File: config.mk
export PLATFORM = sky130hd
export DESIGN_NAME = freq_key_ctrl
export DESIGN_NICKNAME = d
export VERILOG_FILES = /design/src/rtl/freq_key_ctrl.sv
export SDC_FILE = /design/constraint.sdc
export NUM_CORES = 1
export LEC_CHECK = 0
export CORE_MARGIN = 2
export CORE_UTILIZATION = 60
export CTS_CLUSTER_SIZE = 16
export DETAILED_ROUTE_END_ITERATION = 6
export PLACE_DENSITY = 0.79
export SLEW_MARGIN = 20
export SYNTH_ARGS = -nofsm -noshare
export SYNTH_HDL_FRONTEND = slang
export SYNTH_SLANG_ARGS = --single-unit
File: constraint.sdc
create_clock -name clk -period 3 [get_ports clk]
set_input_delay 0.45 -clock clk [delete_from_list [all_inputs] [get_ports clk]]
set_output_delay 0.45 -clock clk [all_outputs]
set_load 0.01 [all_outputs]
File: src/rtl/freq_key_ctrl.sv
`default_nettype none
// ============================================================================
//  Module   : freq_key_ctrl
//  Purpose  : Debounces two active-low push buttons (up / down) and maintains
//             the 8-bit frequency-control word for the waveform generators.
//             Single step on press, auto-repeat on long hold, saturation at
//             FREQ_MIN / FREQ_MAX, and an up+down chord that restores
//             FREQ_INIT.
//  Ports    : clk          - system clock
//             rst_n        - asynchronous active-low reset
//             i_key_up     - raw up button, active low, asynchronous
//             i_key_dn     - raw down button, active low, asynchronous
//             o_freq_ctrl  - current frequency-control word
//             o_freq_chg   - one-cycle pulse when o_freq_ctrl takes a new value
//             o_at_limit   - high while o_freq_ctrl is FREQ_MIN or FREQ_MAX
//  Options  : FREQ_WRAP_EN - when defined, steps wrap around at the limits
//                            instead of saturating.
//  Revision : 1.0 - initial release
// ============================================================================
module freq_key_ctrl #(
  parameter int unsigned DEBOUNCE_CYC = 1_000_000,
  parameter int unsigned LONG_CYC     = 50_000_000,
  parameter int unsigned REPEAT_CYC   = 10_000_000,
  parameter logic [7:0]  FREQ_MIN     = 8'd1,
  parameter logic [7:0]  FREQ_MAX     = 8'd16,
  parameter logic [7:0]  FREQ_INIT    = 8'd2
) (
  input  logic       clk,
  input  logic       rst_n,
  input  logic       i_key_up,
  input  logic       i_key_dn,
  output logic [7:0] o_freq_ctrl,
  output logic       o_freq_chg,
  output logic       o_at_limit
);

  localparam int unsigned DB_W     = (DEBOUNCE_CYC > 1) ? $clog2(DEBOUNCE_CYC) : 1;
  localparam int unsigned HOLD_MAX = (LONG_CYC > REPEAT_CYC) ? LONG_CYC : REPEAT_CYC;
  localparam int unsigned HOLD_W   = (HOLD_MAX > 1) ? $clog2(HOLD_MAX) : 1;

  localparam logic [DB_W-1:0]   DB_LAST     = DB_W'(DEBOUNCE_CYC - 1);
  localparam logic [HOLD_W-1:0] LONG_LAST   = HOLD_W'(LONG_CYC - 1);
  localparam logic [HOLD_W-1:0] REPEAT_LAST = HOLD_W'(REPEAT_CYC - 1);

  typedef enum logic [1:0] {
    S_IDLE   = 2'd0,
    S_HELD   = 2'd1,
    S_REPEAT = 2'd2,
    S_LOCK   = 2'd3
  } state_t;

  // Bit 0 = up key, bit 1 = down key
  logic [1:0] w_raw;
  logic [1:0] w_pressed;
  logic [1:0] w_locked;
  logic [1:0] w_step;
  logic       w_chord;

  assign w_raw = {i_key_dn, i_key_up};

  // A chord is only recognised while neither key is still locked from the
  // previous chord, so holding one key through a release of the other cannot
  // retrigger it.
  assign w_chord = (&w_pressed) & ~(|w_locked);

  for (genvar k = 0; k < 2; k++) begin : g_key
    logic              r_sync1;
    logic              r_sync2;
    logic              r_level;     // debounced level, 1 = released
    logic [DB_W-1:0]   r_db_cnt;
    state_t            r_state;
    logic [HOLD_W-1:0] r_hold_cnt;
    logic              r_step;

    // Two-flop synchronizer followed by the debounce counter. The counter
    // only runs while the synced level disagrees with the accepted level.
    always_ff @(posedge clk or negedge rst_n) begin
      if (!rst_n) begin
        r_sync1  <= 1'b1;
        r_sync2  <= 1'b1;
        r_level  <= 1'b1;
        r_db_cnt <= '0;
      end else begin
        r_sync1 <= w_raw[k];
        r_sync2 <= r_sync1;
        if (r_sync2 == r_level) begin
          r_db_cnt <= '0;
        end else if (r_db_cnt == DB_LAST) begin
          r_level  <= r_sync2;
          r_db_cnt <= '0;
        end else begin
          r_db_cnt <= r_db_cnt + 1'b1;
        end
      end
    end

    // Press / hold / repeat state machine. r_step is a one-cycle event that
    // the frequency register consumes on the following edge.
    always_ff @(posedge clk or negedge rst_n) begin
      if (!rst_n) begin
        r_state    <= S_IDLE;
        r_hold_cnt <= '0;
        r_step     <= 1'b0;
      end else begin
        r_step <= 1'b0;
        if (w_chord) begin
          r_state    <= S_LOCK;
          r_hold_cnt <= '0;
        end else begin
          case (r_state)
            S_IDLE: begin
              if (!r_level) begin
                r_state    <= S_HELD;
                r_step     <= 1'b1;
                r_hold_cnt <= '0;
              end
            end
            S_HELD: begin
              if (r_level) begin
                r_state    <= S_IDLE;
                r_hold_cnt <= '0;
              end else if (r_hold_cnt == LONG_LAST) begin
                r_state    <= S_REPEAT;
                r_step     <= 1'b1;
                r_hold_cnt <= '0;
              end else begin
                r_hold_cnt <= r_hold_cnt + 1'b1;
              end
            end
            S_REPEAT: begin
              if (r_level) begin
                r_state    <= S_IDLE;
                r_hold_cnt <= '0;
              end else if (r_hold_cnt == REPEAT_LAST) begin
                r_step     <= 1'b1;
                r_hold_cnt <= '0;
              end else begin
                r_hold_cnt <= r_hold_cnt + 1'b1;
              end
            end
            S_LOCK: begin
              if (r_level) begin
                r_state <= S_IDLE;
              end
            end
            default: begin
              r_state    <= S_IDLE;
              r_hold_cnt <= '0;
            end
          endcase
        end
      end
    end

    assign w_pressed[k] = ~r_level;
    assign w_locked[k]  = (r_state == S_LOCK);
    assign w_step[k]    = r_step;
  end

  // --------------------------------------------------------------------------
  // Frequency register
  // --------------------------------------------------------------------------
  logic [7:0] r_freq;
  logic       r_chg;
  logic       r_lim;
  logic [7:0] w_up_val;
  logic [7:0] w_dn_val;
  logic [7:0] w_next;

  always_comb begin
`ifdef FREQ_WRAP_EN
    w_up_val = (r_freq >= FREQ_MAX) ? FREQ_MIN : r_freq + 8'd1;
    w_dn_val = (r_freq <= FREQ_MIN) ? FREQ_MAX : r_freq - 8'd1;
`else
    w_up_val = (r_freq >= FREQ_MAX) ? FREQ_MAX : r_freq + 8'd1;
    w_dn_val = (r_freq <= FREQ_MIN) ? FREQ_MIN : r_freq - 8'd1;
`endif
  end

  // The chord wins over a step event pending in the same cycle. Simultaneous
  // up and down events cancel out.
  always_comb begin
    w_next = r_freq;
    if (w_chord) begin
      w_next = FREQ_INIT;
    end else if (w_step == 2'b01) begin
      w_next = w_up_val;
    end else if (w_step == 2'b10) begin
      w_next = w_dn_val;
    end
  end

  always_ff @(posedge clk or negedge rst_n) begin
    if (!rst_n) begin
      r_freq <= FREQ_INIT;
      r_chg  <= 1'b0;
      r_lim  <= (FREQ_INIT == FREQ_MIN) || (FREQ_INIT == FREQ_MAX);
    end else begin
      r_freq <= w_next;
      r_chg  <= (w_next != r_freq);
      r_lim  <= (w_next == FREQ_MIN) || (w_next == FREQ_MAX);
    end
  end

  assign o_freq_ctrl = r_freq;
  assign o_freq_chg  = r_chg;
  assign o_at_limit  = r_lim;

endmodule
`default_nettype wire

Word-level counts from Yosys, hierarchy flattened
Cells that the tools add are included.
- bits in registers: 114
- input bits: 4
- output and inout port bits: 10
- word-level logic and storage cells: 120
- add/subtract/negate cells: 6
- $lt $le $gt $ge: 2
- equality and inequality tests: 25
- muxes and demuxes: 49
- bitwise operators: 6
- reduce and logical (&&, ||, !) cells: 15
- operator list (operator ; number):
    $mux 26 ; 12
    $pmux 26 s3 ; 2
    $mux 20 ; 4
    $add 26x1->26 const B ; 2
    $eq 26x24->1 const B ; 2
    $eq 26x26->1 const B ; 2
    $add 20x1->20 const B ; 2
    $eq 20x20->1 const B ; 2
    $mux 8 ; 5
    $mux 2 ; 10
    $mux 1 ; 12
    $pmux 2 s3 ; 2
    $eq 2x2->1 const B ; 5
    $reduce_and 2->1 ; 5
    $add 8x1->8 const B ; 1
    $eq 8x1->1 const B ; 1
    $eq 8x5->1 const B ; 1
    $ge 8x5->1 const B ; 1
    $le 8x1->1 const B ; 1
    $ne 4x4->1 const B ; 2
    $ne 8x8->1 ; 1
    $reduce_bool 4->1 ; 2
    $sub 8x1->8 const B ; 1
    $eq 2x1->1 const B ; 3
    10 further kinds ; 22

Depth between registers and ports, before layout
- depth in word-level cells: 7
- depth in mapped cells: 10
- gate-level depth less buffers: 8

Least setup slack after synthesis
OpenSTA, ideal clock, no wires.
- path kind: register to register
- start point: reg r_freq[2], in the netlist o_freq_ctrl[2]
- end point: reg r_lim, in the netlist o_at_limit
- library setup time: 0.095 ns
- data arrival time: 2.326 ns
- required time: 2.905 ns
- setup slack: 0.579 ns
- cell stages (with the launch flop): 9
- path buffers: 2
- clock period less this slack: 2.421 ns
- path through: dfrtp_1 -> buf_6 -> or4b_4 -> buf_6 -> nor3_4 -> nor3_1 -> a2111oi_4 -> mux2_1 -> nor4b_2
- longest elaborated chain between the ends: 7
- elaborated cells on any way between the ends: 12
- classes of those cells: 2 x add/sub; 2 x order compare; 2 x eq/ne; 5 x mux; 1 x reduce/logical
- ends and longest elaborated chain (element ; line ; source):
    from (decl) ; 163 ; logic [7:0] r_freq;
    from (signal assigned) ; 199 ; r_freq <= w_next;
    $le 8x1->1 ; 176 ; w_dn_val = (r_freq <= FREQ_MIN) ? FREQ_MIN : r_freq - 8'd1;
    $mux 8 ; 176 ;
    $mux 8 ; 188 ; end else if (w_step == 2'b10) begin
    $mux 8 * ; 186 ; end else if (w_step == 2'b01) begin
    $mux 8 * ; 184 ; if (w_chord) begin
    net w_next[0] ; 168 ; logic [7:0] w_next;
    $eq 8x1->1 / $eq 8x5->1 (equally long branches) ; 201 ; r_lim <= (w_next == FREQ_MIN) || (w_next == FREQ_MAX);
    $logic_or 1x1->1 * ; 201 ;
    to (signal assigned) ; 197 ; r_lim <= (FREQ_INIT == FREQ_MIN) || (FREQ_INIT == FREQ_MAX);
    to (signal assigned) ; 201 ;
    to (decl) ; 165 ; logic r_lim;
The timed path passes the listed nets; every way through them passes the cells marked *.
A chain may end at the register's enable or synchronous reset.

Final worst setup path
- start point: reg g_key[0].r_state[0]
- end point: reg r_chg, in the netlist o_freq_chg
- longest elaborated chain between the ends: 6
- ends and longest elaborated chain (element ; line ; source):
    from (decl) ; 71 ; state_t r_state;
    from (signal assigned) ; 101 ; r_state <= S_IDLE;
    from (signal assigned) ; 107 ; r_state <= S_LOCK;
    from (signal assigned) ; 113 ; r_state <= S_HELD;
    $eq 2x2->1 ; 156 ; assign w_locked[k] = (r_state == S_LOCK);
    $reduce_or 2->1 ; 64 ; assign w_chord = (&w_pressed) & ~(|w_locked);
    $not 1->1 ; 64 ;
    $and 1x1->1 ; 64 ;
    $mux 8 ; 184 ;
    $ne 8x8->1 ; 200 ; r_chg <= (w_next != r_freq);
    to (signal assigned) ; 200 ;
    to (decl) ; 164 ; logic r_chg;
Every way passes these cells.

==> impl_metrics.csv <==
group,metric,value,unit
worst_setup_path,required,3.38,ns
cts,cts_num_sinks,114,
global_routing,grt_pass1_wl,24400,um
sta,hold-worst-slack,0.333,ns
worst_setup_path,cp-start-kind,"flop",
die,die_h,109,um
power,p_seq_share,45.2,%
worst_hold_path,hp-start,"i_key_up",
final_layout,design_area,7390,um^2
global_routing,first_global_vias,5280,
flow_run,cap_violations,0,
global_routing,use_met3,6.22,%
logic_synthesis,syn_inst,730,
drt,drt_wl_total,14200,um
cts,cts_resized,0,
power,p_clk_share,53.1,%
placed_design,dp_hpwl,9640,um
die,ios,14,
logic_synthesis,ys.flop_type,"dfrtp_1",
sta,rsz0062_at_grt,"false",
worst_setup_path,crit_arrival,3.11,ns
logic_synthesis,ys_seq_area_share,43.5,%
sta,finalCritPeriodShare,90.9,%
logic_synthesis,syn_nets,751,
power,p_comb_share,1.8,%
drt,wire_per_inst,15.9,um
logic_synthesis,ys_seq_elements,114,
cts,cts-buffers-inserted,17,
sta,finClkSkew,0.00991,ns
run_status,status,"finished, final reports clean",
worst_setup_path,ff2ff_path_depth,6,
drt,drtIter0Drc,458,
worst_setup_path,crit_fanout,8,
worst_setup_path,r2r_setup_slack,0.27,ns
logic_synthesis,yosysWarnings,0,
sta,setup_viol,0,
worst_setup_path,r2r_start,"g_key[0].r_state[0]$_DFFE_PN0P_",
drt,viasPerCell,6.27,
worst_setup_path,cpMostUsedCell,"a2111oi_0",
power,p_int,2.68,mW
worst_hold_path,hold_end,"g_key[0].r_sync1$_DFF_PN1_",
sta,fmax,367,MHz
power,leakagePower,3.00,nW
logic_synthesis,netlist_area,6580,um^2
worst_hold_path,hold_path_class,"input port to flop",
cts,cts_buffer_depth,2,
sta,tightest_slew,1.07,ns
global_routing,antenna_found_initial,0,
cts,cts_max_level,4,
logic_synthesis,postSynthAreaPerCell,9.01,um^2
worst_setup_path,path_cells,"ha_1 -> or4_1 -> a2111oi_0 -> o32ai_1 -> a2111oi_0 -> nand3_1",
sta,hold_viol_final,0,
die,die_width,109,um
sta,setup-tns-final,0,ns
worst_setup_path,worstSetupPathType,"flop to flop",
final_layout,fin_nets,761,
global_routing,track_usage,26.1,%
sta,max-slew-margin-rel,28.6,%
placed_design,place_area,6840,um^2
worst_setup_path,slowest_delay,0.65,ns
die,initial_core_util,61.0,%
drt,drc_errors,0,
logic_synthesis,synth_cell_types,67,
die,dieArea,11800,um^2
sta,slew_viol_final,0,
global_routing,top_usage_layer,"met2",
drt,first_pass_iters,5,
sta,finalCriticalPeriod,2.73,ns
cts,cts_tree,"done",
final_layout,area_growth_syn_to_layout,12.3,%
global_routing,overflow,0,
worst_setup_path,path_buf_inv,0,
global_routing,grt_use_met2,42.0,%
logic_synthesis,async_flop_share,100,%
die,fp.coreArea,10800,um^2
final_layout,fillers,826,
cts,ctsRootBufferMaster,"clkbuf_8",
power,swShare,22.3,%
placed_design,gp_congestion,0.881,
worst_setup_path,crit_slowest_cell,"or4_1",
worst_hold_path,whs_path_depth,1,
power,p_sw,0.768,mW
drt,num_vias,5599,
power,ir_drop,0.477,mV
cts,cts.clk_slew.worst_paths,0.06,ns
final_layout,antennaDiodeCount,0,
die,row_count,38,
cts,clkLatencyLatePin,0.53,ns
placed_design,io_buffers,13,
logic_synthesis,synth-edff-count,0,
worst_setup_path,critPathCaptureType,"flop",
final_layout,final_util,68.5,%
worst_setup_path,r2r-end,"o_freq_chg$_DFF_PN0_",
drt,ant_nets,0,
global_routing,use_met1,34.5,%
power,powerDensity,467,nW/um^2
final_layout,drive_gt1_share,9.43,%
global_routing,grt_max_degree,57,
worst_setup_path,crit_family,"compound AO/OA/AOI/OAI gates",
registers in the layout, indices dropped and copies added, names as in the netlist:
name and flops:
o_freq_chg 1, g_key.r_step 2, g_key.r_hold_cnt 52, g_key.r_sync1 2
g_key.r_db_cnt 40, g_key.r_sync2 2, o_freq_ctrl 8, g_key.r_level 2
g_key.r_state 4, o_at_limit 1
placed cells by master, fill, tap and decap left out, types with 3 or more instances in the layout:
master,Yosys,final
a22o_1,7,7
a2111oi_0,3,3
clkinv_2,0,6
xnor2_1,18,18
a21o_1,5,5
and3_1,14,14
o32ai_1,3,3
nor2_1,85,85
nand4_1,25,25
and4_1,10,10
dfrtp_1,107,107
clkbuf_16,0,16
or3_1,8,8
a21oi_1,46,44
a211oi_1,4,4
dfstp_2,7,7
mux2_2,3,3
clkdlybuf4s50_1,0,12
inv_1,21,21
clkinv_4,0,3
nand2b_1,20,20
nor2b_1,5,5
o21ai_0,17,17
nand2_1,50,50
nor3_1,24,24
and2_1,6,6
a31oi_1,40,40
nor4_1,8,8
nand3_1,49,49
ha_1,17,17
xor2_1,24,24
or4_1,3,3
o21a_1,3,3
buf_4,0,16
a41oi_1,7,7
nor4bb_1,4,4
or2_2,4,4
nor4b_1,4,4
repair_timing:
action                                 CTS  global route
endpoints found under the hold margin   49             0
hold buffers                             1             0
setup buffers                            0             0
cell type report:
cell class              count  area, um^2  area share (%)
well taps                 140         175            2.37
clock inverters            13         111            1.51
clock buffers              19         432            5.84
inverters                  21        78.8            1.07
flip-flops and latches    114        2860            38.7
repair buffers             29         250            3.39
multi-input cells         557        3480            47.1
power groups by stage:
stage | logic (mW) | registers [mW] | clock network (mW)
after detailed placement | 0.0625 | 1.58 | 0
after global routing | 0.0726 | 1.56 | 1.94
final | 0.0606 | 1.56 | 1.83
after CTS | 0.0637 | 1.56 | 1.86
after global placement | 0.0606 | 1.58 | 0
after floorplan | 0.0202 | 1.58 | 0
kinds of logic (layout without fill, tap and decap cells):
| kind of cell | count (synthesis) | count (layout) | synth area share [%] |
|---|---|---|---|
| simple gates | 335 | 335 | 27.1 |
| compound gates | 157 | 157 | 15.8 |
| flops | 114 | 114 | 43.5 |
| buf+inv | 59 | 82 | 3.80 |
| xor+xnor | 42 | 42 | 5.59 |
| fa+ha+maj | 17 | 17 | 3.23 |
| mux | 6 | 6 | 0.989 |
stage by stage:
| step | power, mW | std cells | setup slack, ns |
|---|---|---|---|
| 6_report | 3.45 | 893 | 0.272 |
| 3_5_place_dp | 1.65 | 860 | 0.302 |
| 5_1_grt | 3.57 | 893 | 0.0477 |
| 4_1_cts | 3.49 | 893 | 0.281 |
| 2_1_floorplan | 1.60 | 730 | 0.579 |
| 3_3_place_gp | 1.64 | 860 | 0.457 |
per-layer routing:
| metal | part of all wire (%) | vias up |
|---|---|---|
| met5 | 0 | - |
| met4 | 1.3 | 0 |
| met3 | 4.4 | 20 |
| met2 | 48 | 153 |
| met1 | 46 | 2731 |
| li1 | - | 2695 |
worst max-delay path by stage:
| stage | start | endpoint | cells after the start |
|---|---|---|---|
| floorplan | o_freq_ctrl[2]$_DFF_PN0_ | o_at_limit$_DFF_PN0_ | 8 |
| global placement | o_freq_ctrl[4]$_DFF_PN0_ | o_at_limit$_DFF_PN0_ | 6 |
| detailed placement | g_key[0].r_hold_cnt[0]$_DFFE_PN0P_ | g_key[0].r_hold_cnt[22]$_DFFE_PN0P_ | 7 |
| CTS | g_key[0].r_hold_cnt[1]$_DFFE_PN0P_ | g_key[0].r_hold_cnt[22]$_DFFE_PN0P_ | 7 |
| global route | g_key[0].r_hold_cnt[0]$_DFFE_PN0P_ | g_key[0].r_hold_cnt[5]$_DFFE_PN0P_ | 8 |
| finish | g_key[0].r_state[0]$_DFFE_PN0P_ | o_freq_chg$_DFF_PN0_ | 6 |
synthesized netlist by cell type (all sizes together) (7+ instances only):
master	instances	area share [%]
dfrtp	107	41
nor2	85	4.8
nand2	50	2.9
nand3	49	3.7
a21oi	46	3.5
a31oi	40	3.8
nand4	25	2.4
nor3	25	2.1
clkbuf	24	1.4
xor2	24	3.2
inv	21	1.2
nand2b	20	1.9
o21ai	19	1.4
xnor2	18	2.4
ha	17	3.2
and3	14	1.3
buf	14	1.2
and4	10	1.3
nor4	10	1.1
or3	8	0.76
a22o	7	0.93
a41oi	7	0.93
and2	7	0.67
dfstp	7	2.8
Power figures use the tool's default switching activity.
